===== config.mk =====
export PLATFORM = sky130hd
export DESIGN_NAME = seg7_scan_ctrl
export DESIGN_NICKNAME = d
export VERILOG_FILES = /design/src/rtl/seg7_scan_ctrl.sv
export SDC_FILE = /design/constraint.sdc
export NUM_CORES = 1
export LEC_CHECK = 0
export CAP_MARGIN = 15
export CORE_ASPECT_RATIO = 1.75
export CORE_MARGIN = 2
export CORE_UTILIZATION = 27
export CTS_CLUSTER_SIZE = 24
export DETAILED_ROUTE_END_ITERATION = 12
export HOLD_SLACK_MARGIN = 0.03
export SYNTH_ARGS = -nofsm -noshare
export SYNTH_HDL_FRONTEND = slang
export SYNTH_SLANG_ARGS = --single-unit

===== constraint.sdc =====
create_clock -name clk -period 4.6 [get_ports clk]
set_clock_uncertainty 0.15 [all_clocks]
set_input_delay 0.92 -clock clk [delete_from_list [all_inputs] [get_ports clk]]
set_output_delay 0.92 -clock clk [all_outputs]
set_load 0.01 [all_outputs]

===== src/rtl/seg7_scan_ctrl.sv =====
// Multiplexed 7-segment scan scheduler: blank / show per digit, with a double-buffered
// hex value behind a valid/ready load port so a frame never shows mixed old/new digits.
module seg7_scan_ctrl #(
    parameter int N_DIGITS     = 4,
    parameter int TICK_DIV     = 200_000,
    parameter int BLANK_CYCLES = 2
) (
    input  logic                        clk,
    input  logic                        rst,
    input  logic                        en,
    input  logic [4*N_DIGITS-1:0]       in_data,
    input  logic [N_DIGITS-1:0]         in_dp,
    input  logic                        in_valid,
    output logic                        in_ready,
    output logic [N_DIGITS-1:0]         an,
    output logic [6:0]                  seg,
    output logic                        dp,
    output logic [$clog2(N_DIGITS)-1:0] digit_idx,
    output logic                        frame_start
);
    localparam int DW = $clog2(N_DIGITS);
    localparam int PW = $clog2(TICK_DIV);
    localparam int BW = (BLANK_CYCLES > 1) ? $clog2(BLANK_CYCLES) : 1;
    localparam logic [DW-1:0] LAST_DIGIT = DW'(N_DIGITS - 1);
    localparam logic [PW-1:0] TICK_MAX   = PW'(TICK_DIV - 1);
    localparam logic [BW-1:0] BLANK_MAX  = BW'(BLANK_CYCLES - 1);

    typedef enum logic [1:0] {OFF, BLANK, SHOW} state_t;

    state_t                         r_state, w_nxt_state;
    logic [DW-1:0]                  r_digit, w_nxt_digit;
    logic [PW-1:0]                  r_presc, w_nxt_presc;
    logic [BW-1:0]                  r_blank, w_nxt_blank;
    logic [N_DIGITS-1:0][3:0]       r_active, r_pend;
    logic [N_DIGITS-1:0]            r_active_dp, r_pend_dp;
    logic                           r_pend_vld;
    logic [N_DIGITS-1:0]            r_an, w_an;
    logic [6:0]                     r_seg, w_seg;
    logic                           r_dp, w_dp;
    logic                           r_frame, w_frame;
    logic                           w_xfer;

    function automatic logic [6:0] f_hexdec(input logic [3:0] n);
        case (n)
            4'h0: f_hexdec = 7'b1000000;
            4'h1: f_hexdec = 7'b1111001;
            4'h2: f_hexdec = 7'b0100100;
            4'h3: f_hexdec = 7'b0110000;
            4'h4: f_hexdec = 7'b0011001;
            4'h5: f_hexdec = 7'b0010010;
            4'h6: f_hexdec = 7'b0000010;
            4'h7: f_hexdec = 7'b1111000;
            4'h8: f_hexdec = 7'b0000000;
            4'h9: f_hexdec = 7'b0010000;
            4'hA: f_hexdec = 7'b0001000;
            4'hB: f_hexdec = 7'b0000011;
            4'hC: f_hexdec = 7'b1000110;
            4'hD: f_hexdec = 7'b0100001;
            4'hE: f_hexdec = 7'b0000110;
            default: f_hexdec = 7'b0001110;
        endcase
    endfunction

    // Next state plus the registered pin values for that next state, so pins change
    // on the same edge as the state.
    always_comb begin
        w_nxt_state = r_state;
        w_nxt_digit = r_digit;
        w_nxt_presc = r_presc;
        w_nxt_blank = r_blank;
        w_frame     = 1'b0;
        w_xfer      = 1'b0;
        case (r_state)
            OFF: begin
                w_nxt_digit = '0;
                w_xfer      = 1'b1;
                if (en) begin
                    w_nxt_state = BLANK;
                    w_nxt_blank = '0;
                    w_frame     = 1'b1;
                end
            end
            BLANK: begin
                if (!en) begin
                    w_nxt_state = OFF;
                    w_nxt_digit = '0;
                end else if (r_blank == BLANK_MAX) begin
                    w_nxt_state = SHOW;
                    w_nxt_presc = '0;
                end else begin
                    w_nxt_blank = r_blank + 1'b1;
                end
            end
            SHOW: begin
                if (!en) begin
                    w_nxt_state = OFF;
                    w_nxt_digit = '0;
                end else if (r_presc == TICK_MAX) begin
                    w_nxt_state = BLANK;
                    w_nxt_blank = '0;
                    if (r_digit == LAST_DIGIT) begin
                        w_nxt_digit = '0;
                        w_frame     = 1'b1;
                        w_xfer      = 1'b1;
                    end else begin
                        w_nxt_digit = r_digit + 1'b1;
                    end
                end else begin
                    w_nxt_presc = r_presc + 1'b1;
                end
            end
            default: begin
                w_nxt_state = OFF;
                w_nxt_digit = '0;
            end
        endcase

        w_an  = '1;
        w_seg = 7'h7F;
        w_dp  = 1'b1;
        // The active buffer never changes on a BLANK->SHOW edge, so reading it here is safe.
        if (w_nxt_state == SHOW) begin
            w_an[w_nxt_digit] = 1'b0;
            w_seg             = f_hexdec(r_active[w_nxt_digit]);
            w_dp              = ~r_active_dp[w_nxt_digit];
        end
    end

    always_ff @(posedge clk) begin
        if (rst) begin
            r_state     <= OFF;
            r_digit     <= '0;
            r_presc     <= '0;
            r_blank     <= '0;
            r_active    <= '0;
            r_active_dp <= '0;
            r_pend      <= '0;
            r_pend_dp   <= '0;
            r_pend_vld  <= 1'b0;
            r_an        <= '1;
            r_seg       <= 7'h7F;
            r_dp        <= 1'b1;
            r_frame     <= 1'b0;
        end else begin
            r_state <= w_nxt_state;
            r_digit <= w_nxt_digit;
            r_presc <= w_nxt_presc;
            r_blank <= w_nxt_blank;
            r_an    <= w_an;
            r_seg   <= w_seg;
            r_dp    <= w_dp;
            r_frame <= w_frame;
            if (in_valid && !r_pend_vld) begin
                r_pend     <= in_data;
                r_pend_dp  <= in_dp;
                r_pend_vld <= 1'b1;
            end else if (w_xfer && r_pend_vld) begin
                r_active    <= r_pend;
                r_active_dp <= r_pend_dp;
                r_pend_vld  <= 1'b0;
            end
        end
    end

    assign in_ready    = ~r_pend_vld;
    assign an          = r_an;
    assign seg         = r_seg;
    assign dp          = r_dp;
    assign digit_idx   = r_digit;
    assign frame_start = r_frame;
endmodule

## Yosys cells after proc, flatten, opt, wreduce, memory -nomap -nowiden

Memory sizes are Yosys's and may differ from the RTL's. A register that Yosys moved wholly into a read port is not among the register bits.
Index checks and enable logic that the tools add are counted.

| storage, ports and cells | value |
|---|---|
| register bits after elaboration | 70 |
| ROM bits | 112 |
| bits of input ports | 24 |
| word-level logic and storage cells | 88 |
| memories kept | 1 |

| cells by class | value |
|---|---|
| add/subtract/negate cells | 3 |
| magnitude comparators | 2 |
| equality and inequality tests | 11 |
| multiplexer cells | 36 |
| bitwise operators | 5 |
| reduce and logical (&&, ||, !) cells | 12 |

Memories:

| name | depth | width | read ports | clocked after memory_dff | wr ports | line | RTL |
|---|---|---|---|---|---|---|---|
| (no name shown) | 16 | 7 | 1 | 1 | 0 | 44 | `case (n)` |

Operator list:

| kind | count |
|---|---|
| 18-bit 2-to-1 mux | 4 |
| 18-bit one-hot mux with 2 select lines | 1 |
| 18-bit by 1-bit adder with 18-bit output (second input constant) | 1 |
| 18-bit == test (second input constant) | 1 |
| 2-bit 2-to-1 mux | 9 |
| 1-bit 2-to-1 mux | 13 |
| 2-bit inequality test (second input constant) | 6 |
| 5-bit AND reduction | 2 |
| 4-bit binary-select mux with 2-bit select | 1 |
| 2-bit == test (second input constant) | 3 |
| 2-bit one-hot mux with 3 select lines | 1 |
| 4-bit 2-to-1 mux | 1 |
| 1-bit inverter | 4 |
| 4-bit inverter | 1 |
| 1-bit one-hot mux with 2 select lines | 2 |
| 2-bit one-hot mux with 2 select lines | 1 |
| 2-bit nonzero test | 2 |
| 1-bit logical AND | 3 |
| 2-bit by 3-bit < comparator with 1-bit output (second input constant) | 1 |
| 1-bit one-hot mux with 3 select lines | 1 |
| 3-bit nonzero test | 1 |
| 2-bit by 1-bit adder with 2-bit output (second input constant) | 1 |
| 1-bit binary-select mux with 2-bit select | 1 |
| 1-bit demux with 2-bit select | 1 |
| 7 further kinds | 7 |

## Longest topological paths before layout

Gate-level depths: netlist of the first run.

| depth | value |
|---|---|
| depth after elaboration | 10 |
| gate-level depth with buffers | 15 |

## Worst setup path before layout of the first run

No wires, ideal clock.

| timing | value |
|---|---|
| path kind | input to register |
| start point | input port en |
| end point | register r_seg[4], in the netlist seg[4] |
| setup time | 120 ps |
| arrival time | 3251 ps |
| data required time | 4330 ps |
| setup slack | 1079 ps |
| stages on the path | 9 |
| cells stage by stage | and2_1 buf_1 nand3_1 o211ai_1 buf_2 mux2_2 ha_1 mux2_4 a211o_1 |

| between the ends | value |
|---|---|
| cells in the longest elaborated chain, start to end | 5 |

RTL lines:

| element | line | RTL |
|---|---|---|
| from (decl) | 10 | `input logic en,` |
| 2-bit 2-to-1 mux, on equally long branches | 95, 77, 84 |  |
| 2-bit one-hot mux with 3 select lines | 73 | `case (r_state)` |
| 2-bit == test | 122 | `if (w_nxt_state == SHOW) begin` |
| 1-bit inverter (no line) | n/a |  |
| 2-bit OR reduction (no line) | n/a |  |
| to (decl) | 38 | `logic [6:0] r_seg, w_seg;` |

Several ways; a longest one is shown, not always the timed one. The select of a mux whose other input is x is not followed.
A chain may end at the register's enable or synchronous reset.

## Worst setup path in the final report of the first run

Ends and elaborated chain as after synthesis.

==> flow_summary.toml, run 1 <==
[pwr]
p_sw_share_pct = 22.6
comb_power_share_pct = 7.3
intPower_mw = 1.14
power_mw = 1.47
clkPwrFrac_pct = 45.4
p_seq_share_pct = 47.3
p_per_area_nw_per_um2 = 336
vdd_drop_max_mv = 0.159
switching_power_mw = 0.332
p_leak_nw = 1.65

[critical_path]
path_delay_family = "compound AO/OA/AOI/OAI gates"
crit_required_ps = 4670
crit_fanout = 8
max_stage_delay_ps = 560
cp.arrival_ps = 3780
cp-start-kind = "input port"
cp_num_buf_inv = 1
slowest_stage = "o211ai_1"
cp-end-kind = "register"
cp_cell_sequence = "clkdlybuf4s50_1 -> and2_1 -> nand3_1 -> o211ai_1 -> mux2_2 -> ha_1 -> mux2_4 -> a211o_1"
critPathKind = "in2reg"

[sta]
slew_headroom_pct = 51.6
fin_hold_ws_ps = 309
tns_ps = 0
max_freq_mhz = 269
setup_viol = 0
final-hold-violation-count = 0
grt_setup_unrepaired = "false"
finalCriticalPeriod_ps = 3710
period_share_pct = 80.7
worst_pin_slew_ps = 717
slew_violations = 0

[global_route]
grt_pass1_vias = 2907
antenna_found_initial = 0
grt_pass1_wl_mm = 13.5
grt-ovfl-total = 0
track_usage_pct = 11.9
grt_max_degree = 48

[placed_design]
place_area_sq_um = 4100
hpwl_mm = 6.20
place_congestion = 0.886
placement.io_buffers = 39

[drt]
ant_nets = 0
vias_per_cell = 4.75
vias = 2899
drc = 0
first_pass_iters = 4
drt_wl_total_mm = 8.23
wl_per_cell_um = 13.5
drt_iter0_drc = 167

[finish]
design_area_sq_um = 4380
nFillCells = 1324
layout-drive-gt1-share_pct = 8.66
layout.nets = 471
area_delta_synth_final_pct = 24.1
diodes = 0

[clock_tree]
cts_hold_buf = 0
cts_setup_buffers = 0
cts_buffers = 9
clock_sinks = 77
cts_tree = "built"
clk_path_buf_depth = 2
cts_resized = 0
worstSkewPairLatency_ps = 340
clock-root-buffer = "clkbuf_16"
ctsHtreeMaxLevel = 3
clk_pin_slew_ps = 50

[synth]
yosys.cell_count.top_type = "dfxtp_1"
synth_edf_count = 0
ys.flop_type = "dfxtp_1"
synth.avg_cell_area_sq_um = 8.85
synth_top_area_cell = "dfxtp_1"
synth_top_family_by_area = "simple AND/OR/NAND/NOR gates"
synth.distinct_cells = 53
synth_top_cell_area_share_pct = 43.6
syn-cell-area_sq_um = 3530
yosys.area_share.adder_pct = 4.25
ys_top_cells_by_count = "dfxtp_1 (77), nand2_1 (57), nor2_1 (46)"
synth-simple-area-share_pct = 20.6
synthArstFlopShare_pct = 0
synth.top_cells.by_area = "dfxtp_1 (44%), mux2i_1 (9.1%), nand2_1 (6.1%), nor2_1 (4.9%), a21oi_1 (4.3%)"
synth_seq_cells = 77
yosysSeqAreaShare_pct = 43.6
synth_mux_area_share_pct = 12.3
syn_nets = 435
synth-compound-area-share_pct = 12.5
synth_cells = 399
synth_xor_area_share_pct = 2.98
ys_warn_count = 0

[worst_hold_path]
hold_path.class = "reg2reg"

[floorplan]
dieWidth_um = 90.5
die-area_sq_um = 14000
rows = 55
core_area_sq_um = 12900
start_util_pct = 27.4
ios = 40
die_y_um = 155

[flow_run]
maxCapViolations = 0

[outcome]
status = "complete, no violations"
-- worst min-delay path, cell delays in order, from the launching register on --
cell,delay (ps)
dfxtp_1,310
nand2_1,50
a21oi_1,50
-- metal layers --
layer	part of all wire (%)	wire, um	track usage, %
met4	2.4	200	6.15
met5	0	0	0
met3	2.8	233	2.76
met1	39	3210	11.2
met2	56	4580	23.5
-- final timing paths --
path	start	endpoint	slack, ps	cells after the start
worst min-delay path	r_pend[13]$_SDFFE_PP0P_	r_pend[13]$_SDFFE_PP0P_	310	2
worst max-delay path	en	seg[4]$_SDFF_PP1_	890	8
worst min register to register	r_pend[13]$_SDFFE_PP0P_	r_pend[13]$_SDFFE_PP0P_	310	2
worst max register to register	r_state[0]$_SDFF_PP0_	seg[4]$_SDFF_PP1_	1010	10
-- stage by stage --
| step | utilization [%] | std cells | worst slack, ps |
|---|---|---|---|
| final | 34.1 | 610 | 888 |
| after global routing | 34.1 | 610 | 581 |
| after CTS | 34.1 | 610 | 881 |
| after detailed placement | 31.8 | 595 | 521 |
| after global placement | 31.8 | 595 | 656 |
| after floorplan | - | 399 | 1080 |
-- layout make-up --
cell class / instances / area [sq um] / share of cell area (%)
Sequential cell: 77 / 1540 / 35.2
Clock inverter: 3 / 20.0 / 0.457
Multi-Input combinational cell: 291 / 1860 / 42.4
Timing Repair Buffer: 46 / 443 / 10.1
Inverter: 10 / 37.5 / 0.856
Clock buffer: 12 / 267 / 6.08
Tap cell: 171 / 214 / 4.88
-- kinds of logic after synthesis --
group | after synthesis
buf+inv | 31
xor+xnor | 12
flops | 77
simple gates | 156
fa+ha+maj | 12
compound gates | 70
mux | 41
-- power groups by stage --
| stage | sequential, mW | clock [mW] | combinational (mW) |
|---|---|---|---|
| 2_1_floorplan | 0.707 | 0 | 0.0682 |
| 3_3_place_gp | 0.710 | 0 | 0.107 |
| 3_5_place_dp | 0.711 | 0 | 0.109 |
| 4_1_cts | 0.696 | 0.684 | 0.109 |
| 5_1_grt | 0.698 | 0.706 | 0.120 |
| 6_report | 0.696 | 0.669 | 0.108 |
-- state kept, by name (all words and copies together) (netlist names) --
| signal | cells |
|---|---|
| dp | 1 |
| r_presc | 18 |
| r_active | 16 |
| r_blank | 1 |
| frame_start | 1 |
| r_active_dp | 4 |
| r_pend_dp | 4 |
| r_pend | 16 |
| an | 4 |
| r_state | 2 |
| digit_idx | 2 |
| seg | 7 |
| r_pend_vld | 1 |
-- placed cells by master (no fill, tap or decap), types with 8 or more instances in the layout --
cell / count
clkdlybuf4s50_1: 39
clkbuf_16: 9
inv_1: 9
nand2_1: 57
nand3_1: 8
ha_1: 12
nor2_1: 46
xor2_1: 10
mux2i_1: 32
dfxtp_1: 77
a21oi_1: 30
o21ai_0: 13
Power figures use the tool's default switching activity.
==> run 2: changes to the inputs <==
==> constraint.sdc (replaced) <==
create_clock -name clk -period 3.5 [get_ports clk]
set_clock_uncertainty 0.15 [all_clocks]
set_input_delay 0.7 -clock clk [delete_from_list [all_inputs] [get_ports clk]]
set_output_delay 0.7 -clock clk [all_outputs]
set_load 0.01 [all_outputs]
==> run 2 against run 1 <==
Via count is 0.66% higher. Core utilization is 1.6 points higher. Sequential share of layout area fell by 1.5 points. Non-clock buffer count up 17. Routed wire length down 0.80%. Sequential power increased by 31%. Hold slack worse by 4.4 ps. Critical endpoint unchanged.
==> flow_summary.toml, run 2 (synthesized netlist as in run 1, its figures left out) <==
[critical_path]
reg2reg_depth = 11
slowest_stage = "dfxtp_1"
cp.arrival_ps = 3280
cp_cell_sequence = "inv_1 -> ha_1 -> inv_1 -> a41oi_1 -> buf_4 -> o21ai_4 -> mux2i_1 -> mux2_2 -> ha_1 -> mux2_4 -> a211o_1"
cp-start-kind = "register"
path_depth = 11
cp_num_buf_inv = 3
timing.reg2reg.setup_slack_ps = 290
cp-end-kind = "register"
crit_required_ps = 3570
max_stage_delay_ps = 360
crit_fanout = 8
critPathKind = "reg2reg"
path_delay_family = "compound AO/OA/AOI/OAI gates"

[flow_run]
maxCapViolations = 0

[finish]
most-common-layout-cells = "dfxtp_1 (77), nand2_1 (57), nor2_1 (46)"
largest_register = "r_presc"
nFillCells = 1350
fin_cells = 628
design_area_sq_um = 4580
area_delta_synth_final_pct = 29.8
layout.nets = 488
layout_commonest_cell = "dfxtp_1"
layout-drive-gt1-share_pct = 12.3
final_util_pct = 35.6
seqCellArea_sq_um = 1540
multi_input_comb_area_sq_um = 1860
biggestRegsByFlops = "r_presc x18, r_active x16, r_pend x16"
largest_reg_flops = 18
diodes = 0

[clock_tree]
ctsHtreeMaxLevel = 3
cts_resized = 0
cts_hold_buf = 0
clock_sinks = 77
worstSkewPairLatency_ps = 330
cts_tree = "built"
cts_setup_buffers = 0
clk_pin_slew_ps = 60
clk_path_buf_depth = 2
cts_buffers = 9
clock-root-buffer = "clkbuf_16"

[sta]
fin_hold_ws_ps = 304
max_freq_mhz = 312
period_share_pct = 91.7
worst_pin_slew_ps = 672
grt_setup_unrepaired = "false"
fin_ws_ps = 292
slew_violations = 0
final-hold-violation-count = 0
slew_headroom_pct = 54.8
finalCriticalPeriod_ps = 3210
tns_ps = 0
setup_viol = 0

[drt]
ant_nets = 0
vias_per_cell = 4.65
vias = 2918
drt_wl_total_mm = 8.16
wl_per_cell_um = 13.0
drc = 0
drt_iter0_drc = 112
first_pass_iters = 6

[outcome]
status = "complete, no violations"

[placed_design]
placedCellCount = 612
hpwl_mm = 6.33
place_ws_ps = 24.3
place_area_sq_um = 4240
place_congestion = 0.841
placement.io_buffers = 39

[pwr]
p_per_area_nw_per_um2 = 464
power_mw = 2.12
vdd_drop_max_mv = 0.181
p_leak_nw = 1.76

[global_route]
grt_pass1_wl_mm = 13.8
grt_pass1_vias = 2967
grt_max_degree = 48
antenna_found_initial = 0
grt-ovfl-total = 0
track_usage_pct = 12.2

[floorplan]
rows = 55
core_area_sq_um = 12900
die_y_um = 155
dieWidth_um = 90.5
die-area_sq_um = 14000
ios = 40
start_util_pct = 27.4

[worst_hold_path]
hold_path.class = "reg2reg"
whs_path_depth = 2
==> run 2: cell types whose count changed in the layout (fill, tap and decap cells not counted) <==
| cell | change |
|---|---|
| buf_4 | +16 |
| bufinv_16 | +3 |
| clkbuf_8 | -3 |
| buf_12 | +1 |
| clkinv_2 | -1 |
| clkinvlp_4 | +1 |
| inv_6 | +1 |
==> run 2: worst reg2reg max path, cell delays in order, from the launching register on <==
cell	delay (ps)
dfxtp_1	360
inv_1	90
ha_1	260
inv_1	140
a41oi_1	260
buf_4	240
o21ai_4	320
mux2i_1	130
mux2_2	330
ha_1	250
mux2_4	270
a211o_1	290
==> run 2: cell type report <==
type,instances,share of cell area (%)
clock buffers,9,4.91
clock inverters,7,2.65
inverters,10,0.819
multi-input cells,291,40.6
flip-flops and latches,77,33.6
well taps,171,4.67
repair buffers,63,12.7
==> run 2: routing by layer <==
metal	vias up	global-route usage [%]	share of wire [%]
met4	0	7.03	3.8
met2	51	23.3	55
li1	1500	-	-
met1	1348	11.8	38
met5	-	0	0
met3	19	2.47	3.0
==> run 2: report_power, final <==
part,internal [mW],total (mW),switching [mW]
clock,0.698,1.06,0.365
sequential,0.900,0.914,0.0140
combinational,0.0712,0.147,0.0758
==> run 2: worst paths after layout <==
check | start | endpoint
min reg2reg | r_pend[5]$_SDFFE_PP0P_ | r_pend[5]$_SDFFE_PP0P_
min | r_pend[5]$_SDFFE_PP0P_ | r_pend[5]$_SDFFE_PP0P_
max | r_state[1]$_SDFF_PP0_ | seg[4]$_SDFF_PP1_
max reg2reg | r_state[1]$_SDFF_PP0_ | seg[4]$_SDFF_PP1_
==> run 3: changes to the inputs <==
--- a/config.mk
+++ b/config.mk
@@ -12,6 +12,7 @@
 export CTS_CLUSTER_SIZE = 24
 export DETAILED_ROUTE_END_ITERATION = 12
 export HOLD_SLACK_MARGIN = 0.03
+export SLEW_MARGIN = 10
 export SYNTH_ARGS = -nofsm -noshare
 export SYNTH_HDL_FRONTEND = slang
 export SYNTH_SLANG_ARGS = --single-unit
==> results of run 3 <==
The final DEF is identical to that of run 2; final timing and power are the same.
